### config.mk
export PLATFORM = sky130hd
export DESIGN_NAME = ram_arbiter
export DESIGN_NICKNAME = d
export VERILOG_FILES = /design/src/rtl/ram_arbiter.sv
export SDC_FILE = /design/constraint.sdc
export NUM_CORES = 1
export LEC_CHECK = 0
export ABC_CLOCK_PERIOD_IN_PS = 2100
export CAP_MARGIN = 20
export CELL_PAD_IN_SITES_DETAIL_PLACEMENT = 0
export CELL_PAD_IN_SITES_GLOBAL_PLACEMENT = 1
export CORE_UTILIZATION = 12
export DETAILED_ROUTE_END_ITERATION = 10
export PLACE_DENSITY_LB_ADDON = 0.1
export SLEW_MARGIN = 5
export SYNTH_ARGS = -nofsm -noshare
export SYNTH_HDL_FRONTEND = slang
export SYNTH_SLANG_ARGS = --single-unit
### constraint.sdc
create_clock -name mclk -period 2.1 [get_ports mclk]
set_input_delay 0.21 -clock mclk [delete_from_list [all_inputs] [get_ports mclk]]
set_output_delay 0.21 -clock mclk [all_outputs]
set_load 0.02 [all_outputs]
### src/rtl/ram_arbiter.sv
// Two-port CPU/DMA arbiter in front of a single-port RAM. CPU has priority and DMA is protected by a starvation counter.
// Optional RAM_ARB_RDATA_HOLD_EN keeps the last read word on each port's dout between reads.
module ram_arbiter #(
    parameter int ADDR_MSB   = 6,
    parameter int STARVE_MAX = 3
) (
    input  logic              mclk,
    input  logic              puc_rst,
    input  logic              cpu_req,
    input  logic [ADDR_MSB:0] cpu_addr,
    input  logic [1:0]        cpu_wen,
    input  logic [15:0]       cpu_din,
    output logic              cpu_gnt,
    output logic              cpu_rvalid,
    output logic [15:0]       cpu_dout,
    input  logic              dma_req,
    input  logic [ADDR_MSB:0] dma_addr,
    input  logic [1:0]        dma_wen,
    input  logic [15:0]       dma_din,
    output logic              dma_gnt,
    output logic              dma_rvalid,
    output logic [15:0]       dma_dout,
    output logic [ADDR_MSB:0] ram_addr,
    output logic              ram_cen,
    output logic [1:0]        ram_wen,
    output logic [15:0]       ram_din,
    input  logic [15:0]       ram_dout
);

    localparam logic [3:0] STARVE_LIM = 4'(STARVE_MAX);

    logic [3:0] starve_cnt;
    logic       starved;
    logic       rd_cpu;
    logic       rd_dma;

    assign starved = (starve_cnt == STARVE_LIM);

    always_comb begin
        cpu_gnt = 1'b0;
        dma_gnt = 1'b0;
        if (!puc_rst) begin
            if (cpu_req && !(dma_req && starved)) begin
                cpu_gnt = 1'b1;
            end else if (dma_req) begin
                dma_gnt = 1'b1;
            end
        end
    end

    always_comb begin
        ram_addr = '0;
        ram_wen  = 2'b11;
        ram_din  = 16'h0000;
        if (cpu_gnt) begin
            ram_addr = cpu_addr;
            ram_wen  = cpu_wen;
            ram_din  = cpu_din;
        end else if (dma_gnt) begin
            ram_addr = dma_addr;
            ram_wen  = dma_wen;
            ram_din  = dma_din;
        end
    end

    assign ram_cen = ~(cpu_gnt | dma_gnt);

    always_ff @(posedge mclk) begin
        if (puc_rst) begin
            starve_cnt <= 4'd0;
        end else if (dma_req && !dma_gnt) begin
            if (!starved) begin
                starve_cnt <= starve_cnt + 4'd1;
            end
        end else begin
            starve_cnt <= 4'd0;
        end
    end

    always_ff @(posedge mclk) begin
        if (puc_rst) begin
            rd_cpu <= 1'b0;
            rd_dma <= 1'b0;
        end else begin
            rd_cpu <= cpu_gnt && (cpu_wen == 2'b11);
            rd_dma <= dma_gnt && (dma_wen == 2'b11);
        end
    end

    // A read granted just before reset must not surface while reset is high.
    assign cpu_rvalid = rd_cpu & ~puc_rst;
    assign dma_rvalid = rd_dma & ~puc_rst;

`ifdef RAM_ARB_RDATA_HOLD_EN
    logic [15:0] hold_cpu;
    logic [15:0] hold_dma;

    always_ff @(posedge mclk) begin
        if (puc_rst) begin
            hold_cpu <= 16'h0000;
            hold_dma <= 16'h0000;
        end else begin
            if (cpu_rvalid) begin
                hold_cpu <= ram_dout;
            end
            if (dma_rvalid) begin
                hold_dma <= ram_dout;
            end
        end
    end

    assign cpu_dout = puc_rst ? 16'h0000 : (cpu_rvalid ? ram_dout : hold_cpu);
    assign dma_dout = puc_rst ? 16'h0000 : (dma_rvalid ? ram_dout : hold_dma);
`else
    assign cpu_dout = cpu_rvalid ? ram_dout : 16'h0000;
    assign dma_dout = dma_rvalid ? ram_dout : 16'h0000;
`endif

endmodule

**After elaboration in Yosys (flattened, before gate mapping)**

Cells that the tools add are included.

- $add $sub $neg: 1
- Equality and inequality tests: 3
- Multiplexer cells: 13
- Bitwise logic cells: 6
- Reductions and logical operators: 8

Operators with widths:

| operator | number |
|---|---|
| 16-bit two-way mux | 4 |
| 7-bit two-way mux | 2 |
| 1-bit logical AND | 5 |
| 1-bit two-way mux | 5 |
| 4-bit by 1-bit adder with 4-bit output, second input constant | 1 |
| 2-bit equality test, second input constant | 2 |
| 4-bit by 2-bit equality test with 1-bit output, second input constant | 1 |
| 2-bit two-way mux | 2 |
| 1-bit inverter | 3 |
| 1-bit bitwise AND | 2 |
| 1-bit logical NOT | 2 |
| 2-bit OR reduction | 1 |
| 1-bit bitwise OR | 1 |

- Bits in registers: 6
- Input port bits: 70
- Output and inout port bits: 62
- Logic and storage cells: 34

**Longest topological paths before layout**

- Depth after elaboration: 10
- Depth in mapped cells: 6

**Worst setup path after synthesis**

OpenSTA, ideal clock, no wires.

- Kind: reg-to-output
- From: reg starve_cnt[0]
- To: out ram_wen[0]
- Arrival time: 1.784 ns
- Slack: 0.106 ns
- Cell stages (with the launch flop): 7
- Buffers on the path: 2
- Path through: dfxtp_1 ha_1 or3b_4 o211a_1 buf_6 buf_6 a22oi_1

- Elaborated cells between the ends (all ways): 10
- Classes of those cells: 1 x eq/ne; 6 x mux; 3 x reduce/logical

RTL lines:

| what | RTL line | RTL |
|---|---|---|
| from (decl) | 32 | `logic [3:0] starve_cnt;` |
| from (signal assigned) | 73 | `starve_cnt <= starve_cnt + 4'd1;` |
| 4-bit by 2-bit equality test with 1-bit output | 37 | `assign starved = (starve_cnt == STARVE_LIM);` |
| 1-bit logical AND | 43 | `if (cpu_req && !(dma_req && starved)) begin` |
| 1-bit logical NOT | 43 |  |
| 1-bit logical AND | 43 |  |
| 1-bit two-way mux | 43 |  |
| 1-bit two-way mux | 42 | `if (!puc_rst) begin` |
| named net cpu_gnt | 13 | `output logic cpu_gnt,` |
| 2-bit two-way mux | 55 | `if (cpu_gnt) begin` |
| to (decl) | 25 | `output logic [1:0] ram_wen,` |

The timed path passes the listed nets, and every way through them passes these cells.

**Worst setup path after layout**

- From: reg starve_cnt[1]
- To: out ram_addr[4]

- Cells in the longest elaborated chain, start to end: 8
- Elaborated cells between the ends (all ways): 10
- Classes of those cells: 1 x eq/ne; 6 x mux; 3 x reduce/logical

Ends and longest elaborated chain:

| what | RTL line | RTL |
|---|---|---|
| 4-bit by 2-bit equality test with 1-bit output * | 37 |  |
| 1-bit logical AND * | 43 |  |
| 1-bit logical NOT * | 43 |  |
| 1-bit logical AND * | 43 |  |
| 1-bit two-way mux | 43 |  |
| 1-bit two-way mux | 42 |  |
| 7-bit two-way mux | 59 | `end else if (dma_gnt) begin` |
| 7-bit two-way mux * | 55 |  |
| to (decl) | 23 | `output logic [ADDR_MSB:0] ram_addr,` |

Mark *: on every way between the ends. The rest lies on a longest branch, timed or not.

==> implementation parameters <==
Parameter                              Value

Outcome
  Status ... finished with violations
  Violations in the final reports ... setup timing

Setup path
  Critical path buffers and inverters ... 2
  Crit path capture ... ram_addr[4]
  CP max stage delay ... 0.39 ns
  First element of the critical path ... starve_cnt[1]
  Critical path required time ... 1.89 ns
  Crit-path cells ... ha_4 > or3b_4 > o211a_4 > buf_12 > a22o_1 > buf_2
  Kind of launch point of the worst setup path ... register
  WP data arrival ... roughly 1.9 ns
  Critical R2R Capture ... rd_dma
  Worst path depth ... 6
  Max FO, Critical Path ... 24
  Largest delay contributor family on the critical path ... compound AO/OA/AOI/OAI gates
  Endpoint class of the critical path ... output port
  Start-to-end type of the worst setup path ... reg -> out
  Crit path max-delay cell type ... sky130_fd_sc_hd__or3b_4
  Depth of the most critical reg-to-reg path ... 5
  Slack of the worst reg-to-reg path ... 0.62 ns
  R2R Path Start ... starve_cnt[1]

Detailed routing
  Remaining antenna violation count ... 0
  DRT Wirelength ... 3850 µm
  Length of the first detailed-routing pass in iterations ... 3
  Remaining DRCs ... 0
  Initial DRC Count ... 4
  Via-to-Cell Ratio ... 4.15
  Routed wire length per instance ... 12.4 µm
  Total via count in the routed design ... 1288

Floorplan
  Starting density of the core ... 12.6%
  Die area ... 6570 µm²
  Row Count ... 28
  Core footprint ... 5960 µm²
  Ports placed on the boundary ... 132
  Vert. Die Dim ... 81.0 µm
  Die extent in x ... 81.0 µm

CTS
  Clock-pin slew of the registers on the worst-case setup and hold paths ... 0.04 ns
  TritonCTS clock tree ... done
  Longest Clk Path Bufs ... 2
  Number of buffers inserted by hold repair at cts ... 0
  TritonCTS sink count ... 6
  Maximum level of the CTS H-tree ... 1
  Clock insertion delay at the later pin of the skew report ... 0.22 ns
  Total CTS buffers ... 3
  Clock Root Buffer ... sky130_fd_sc_hd__clkbuf_8

GRT
  Initial antenna violation count ... 0
  Total routing usage reported by global routing ... 10.5%
  Global-route congestion overflow total ... 0
  Pin count of the biggest net entering global routing ... 27
  Vias in the first global route ... 1218
  Wire length of the first global-routing pass ... about 5400 µm

Timing
  Fin worst setup slack ... -0.0382 ns
  Final hold violations ... 0
  Max-slew violation count ... 0
  Slew Limit Headroom ... 82.6%
  Largest clock skew in the final design ... 0.00125 ns
  Highest attainable clock frequency ... ~470 MHz
  Worst Tran Pin Value ... around 0.26 ns
  Final setup fails ... 22
  Post-layout min period ... 2.14 ns
  Part of the cycle the worst path needs ... 102%
  Worst slack on hold paths ... 0.547 ns
  Unrepaired setup endpoints after global routing ... yes

Synth
  EDFF count, synth ... 0
  Flop and latch count out of synthesis ... 6
  Total number of yosys warnings ... 0
  Synth Net Count ... 167
  Main flop type after synthesis ... sky130_fd_sc_hd__dfxtp_1
  Mean Syn Cell Area ... 7.81 µm²
  Post-Synthesis Cells ... 96
  Netlist area before placement ... 749 µm²
  Number of library cell types mapped by synthesis ... 24
  Post-synthesis sequential area ratio ... 16.0%
  Cell taking the most area after synthesis ... sky130_fd_sc_hd__a22o_1
  Fraction of synthesis flops using an asynchronous set or reset pin ... 0%
  Portion of synthesized cell area occupied by the leading cell type ... 26.9%
  Ranking of synthesized cells by area ... sky130_fd_sc_hd__a22o_1 27%, sky130_fd_sc_hd__and2_1 27%, sky130_fd_sc_hd__dfxtp_1 16%

Pwr
  Maximum VDD drop ... 0.128 mV
  Power per unit of standard cell area ... approximately 270 nW/µm²
  Leakage power figure ... 0.00152 µW
  Total power draw ... about 600 µW

Placed design
  Placed wire-length estimate after detailed placement ... around 3200 µm
  Gp weighted congestion ... roughly 0.69
  Worst Setup Slack post-DPL ... -0.279 ns
  Placed cell count ... 306
  Number of input and output port buffers inserted ... between 100 and 150

Hold path
  Type of the most critical hold path ... reg -> reg

Final layout
  Fraction of layout instances using a drive strength above 1 ... ~20%
  Area growth, synth to finish ... 200%
  Fin util ... 37.8%
  Nets ... 308
  Most frequent cells in the layout ... 72 x sky130_fd_sc_hd__clkdlybuf4s50_1, 32 x sky130_fd_sc_hd__and2_1, 32 x sky130_fd_sc_hd__dlymetal6s2s_1
  Final cell count without fillers ... 310
  Most common cell after layout, fill and taps aside ... sky130_fd_sc_hd__clkdlybuf4s50_1
  Number of diodes ... 0

Job
  Max-cap check violation count ... 0
-- final cells by class --
type	count	area, µm²
Tap cell	75	93.8
Clock buffer	3	41.3
Inverter	6	22.5
Timing Repair Buffer	143	1390
Sequential cell	6	123
Multi-Input combinational cell	77	576
Fill cell	612	3710
-- cell families (layout without fill, tap and decap cells) --
logic type	Yosys count	after routing	share of synthesized area (%)
AOI/OAI and AO/OA	28	28	32.1
xor gates and xnor gates	1	1	1.17
adders and majority gates	1	1	1.67
buffers and inverters	13	152	9.85
DFF	6	6	16.0
muxes	1	1	1.34
and+or+nand+nor	46	46	37.9
-- worst reg2reg max path, stage by stage, from the launching register on --
cell                      delay (ns)
sky130_fd_sc_hd__dfxtp_2        0.35
sky130_fd_sc_hd__ha_4           0.13
sky130_fd_sc_hd__or3b_4         0.39
sky130_fd_sc_hd__a21oi_2        0.20
sky130_fd_sc_hd__buf_12         0.19
sky130_fd_sc_hd__and3_1         0.16
-- through the flow --
step                      instance area, µm²  setup TNS (ns)
final                                   2250          -0.388
after global routing                    2250           -1.48
after CTS                               2150          -0.693
after detailed placement                2210           -6.36
after global placement                  2210           -5.27
after floorplan                          749               0
-- worst min path at each step --
stage / startpoint / to / slack [ns] / depth (start not counted)
floorplan: cpu_wen[0] / rd_cpu / 0.36 / 1
global placement: starve_cnt[0] / starve_cnt[0] / 0.51 / 2
detailed placement: starve_cnt[0] / starve_cnt[0] / 0.53 / 2
CTS: starve_cnt[0] / starve_cnt[0] / 0.55 / 2
global route: starve_cnt[0] / starve_cnt[0] / 0.57 / 2
finish: starve_cnt[0] / starve_cnt[0] / 0.55 / 2
-- what timing repair did --
| item | 4_1_cts | 5_1_grt |
|---|---|---|
| resized for setup | 110 | 37 |
| setup buffers | 0 | 1 |
| cloned | 0 | 0 |
| endpoints found under the setup margin | 27 | 57 |
| pin swaps | 0 | 1 |
-- power by group --
group          leakage [µW]  internal, µW  switching, µW  total (µW)
Sequential        0.0000495           117           1.18         118
Clock             0.0000216           123           53.2         177
Combinational       0.00145           187            119         306
Total               0.00152           427            173         600
-- flip-flops by register name, indices dropped and copies added, names as in the netlist --
| register | cells |
|---|---|
| rd_dma | 1 |
| starve_cnt | 4 |
| rd_cpu | 1 |
-- cells in the mapped netlist (2+ instances only) --
master	instances
sky130_fd_sc_hd__and3_1	2
sky130_fd_sc_hd__dfxtp_1	6
sky130_fd_sc_hd__clkbuf_1	2
sky130_fd_sc_hd__nor3_1	3
sky130_fd_sc_hd__buf_2	2
sky130_fd_sc_hd__nand2b_1	2
sky130_fd_sc_hd__nor2b_1	2
sky130_fd_sc_hd__buf_6	3
sky130_fd_sc_hd__inv_1	6
sky130_fd_sc_hd__and2_1	32
sky130_fd_sc_hd__a22o_1	23
-- metal layers --
| layer | vias to the layer above | track usage [%] | share of wire (%) |
|---|---|---|---|
| li1 | 621 | - | - |
| met1 | 573 | 9.44 | 31 |
| met4 | 0 | 3.75 | 0.91 |
| met5 | - | 0 | 0 |
| met2 | 90 | 21.8 | 54 |
| met3 | 4 | 3.03 | 14 |
No activity file was read; power rests on OpenSTA's default activity.
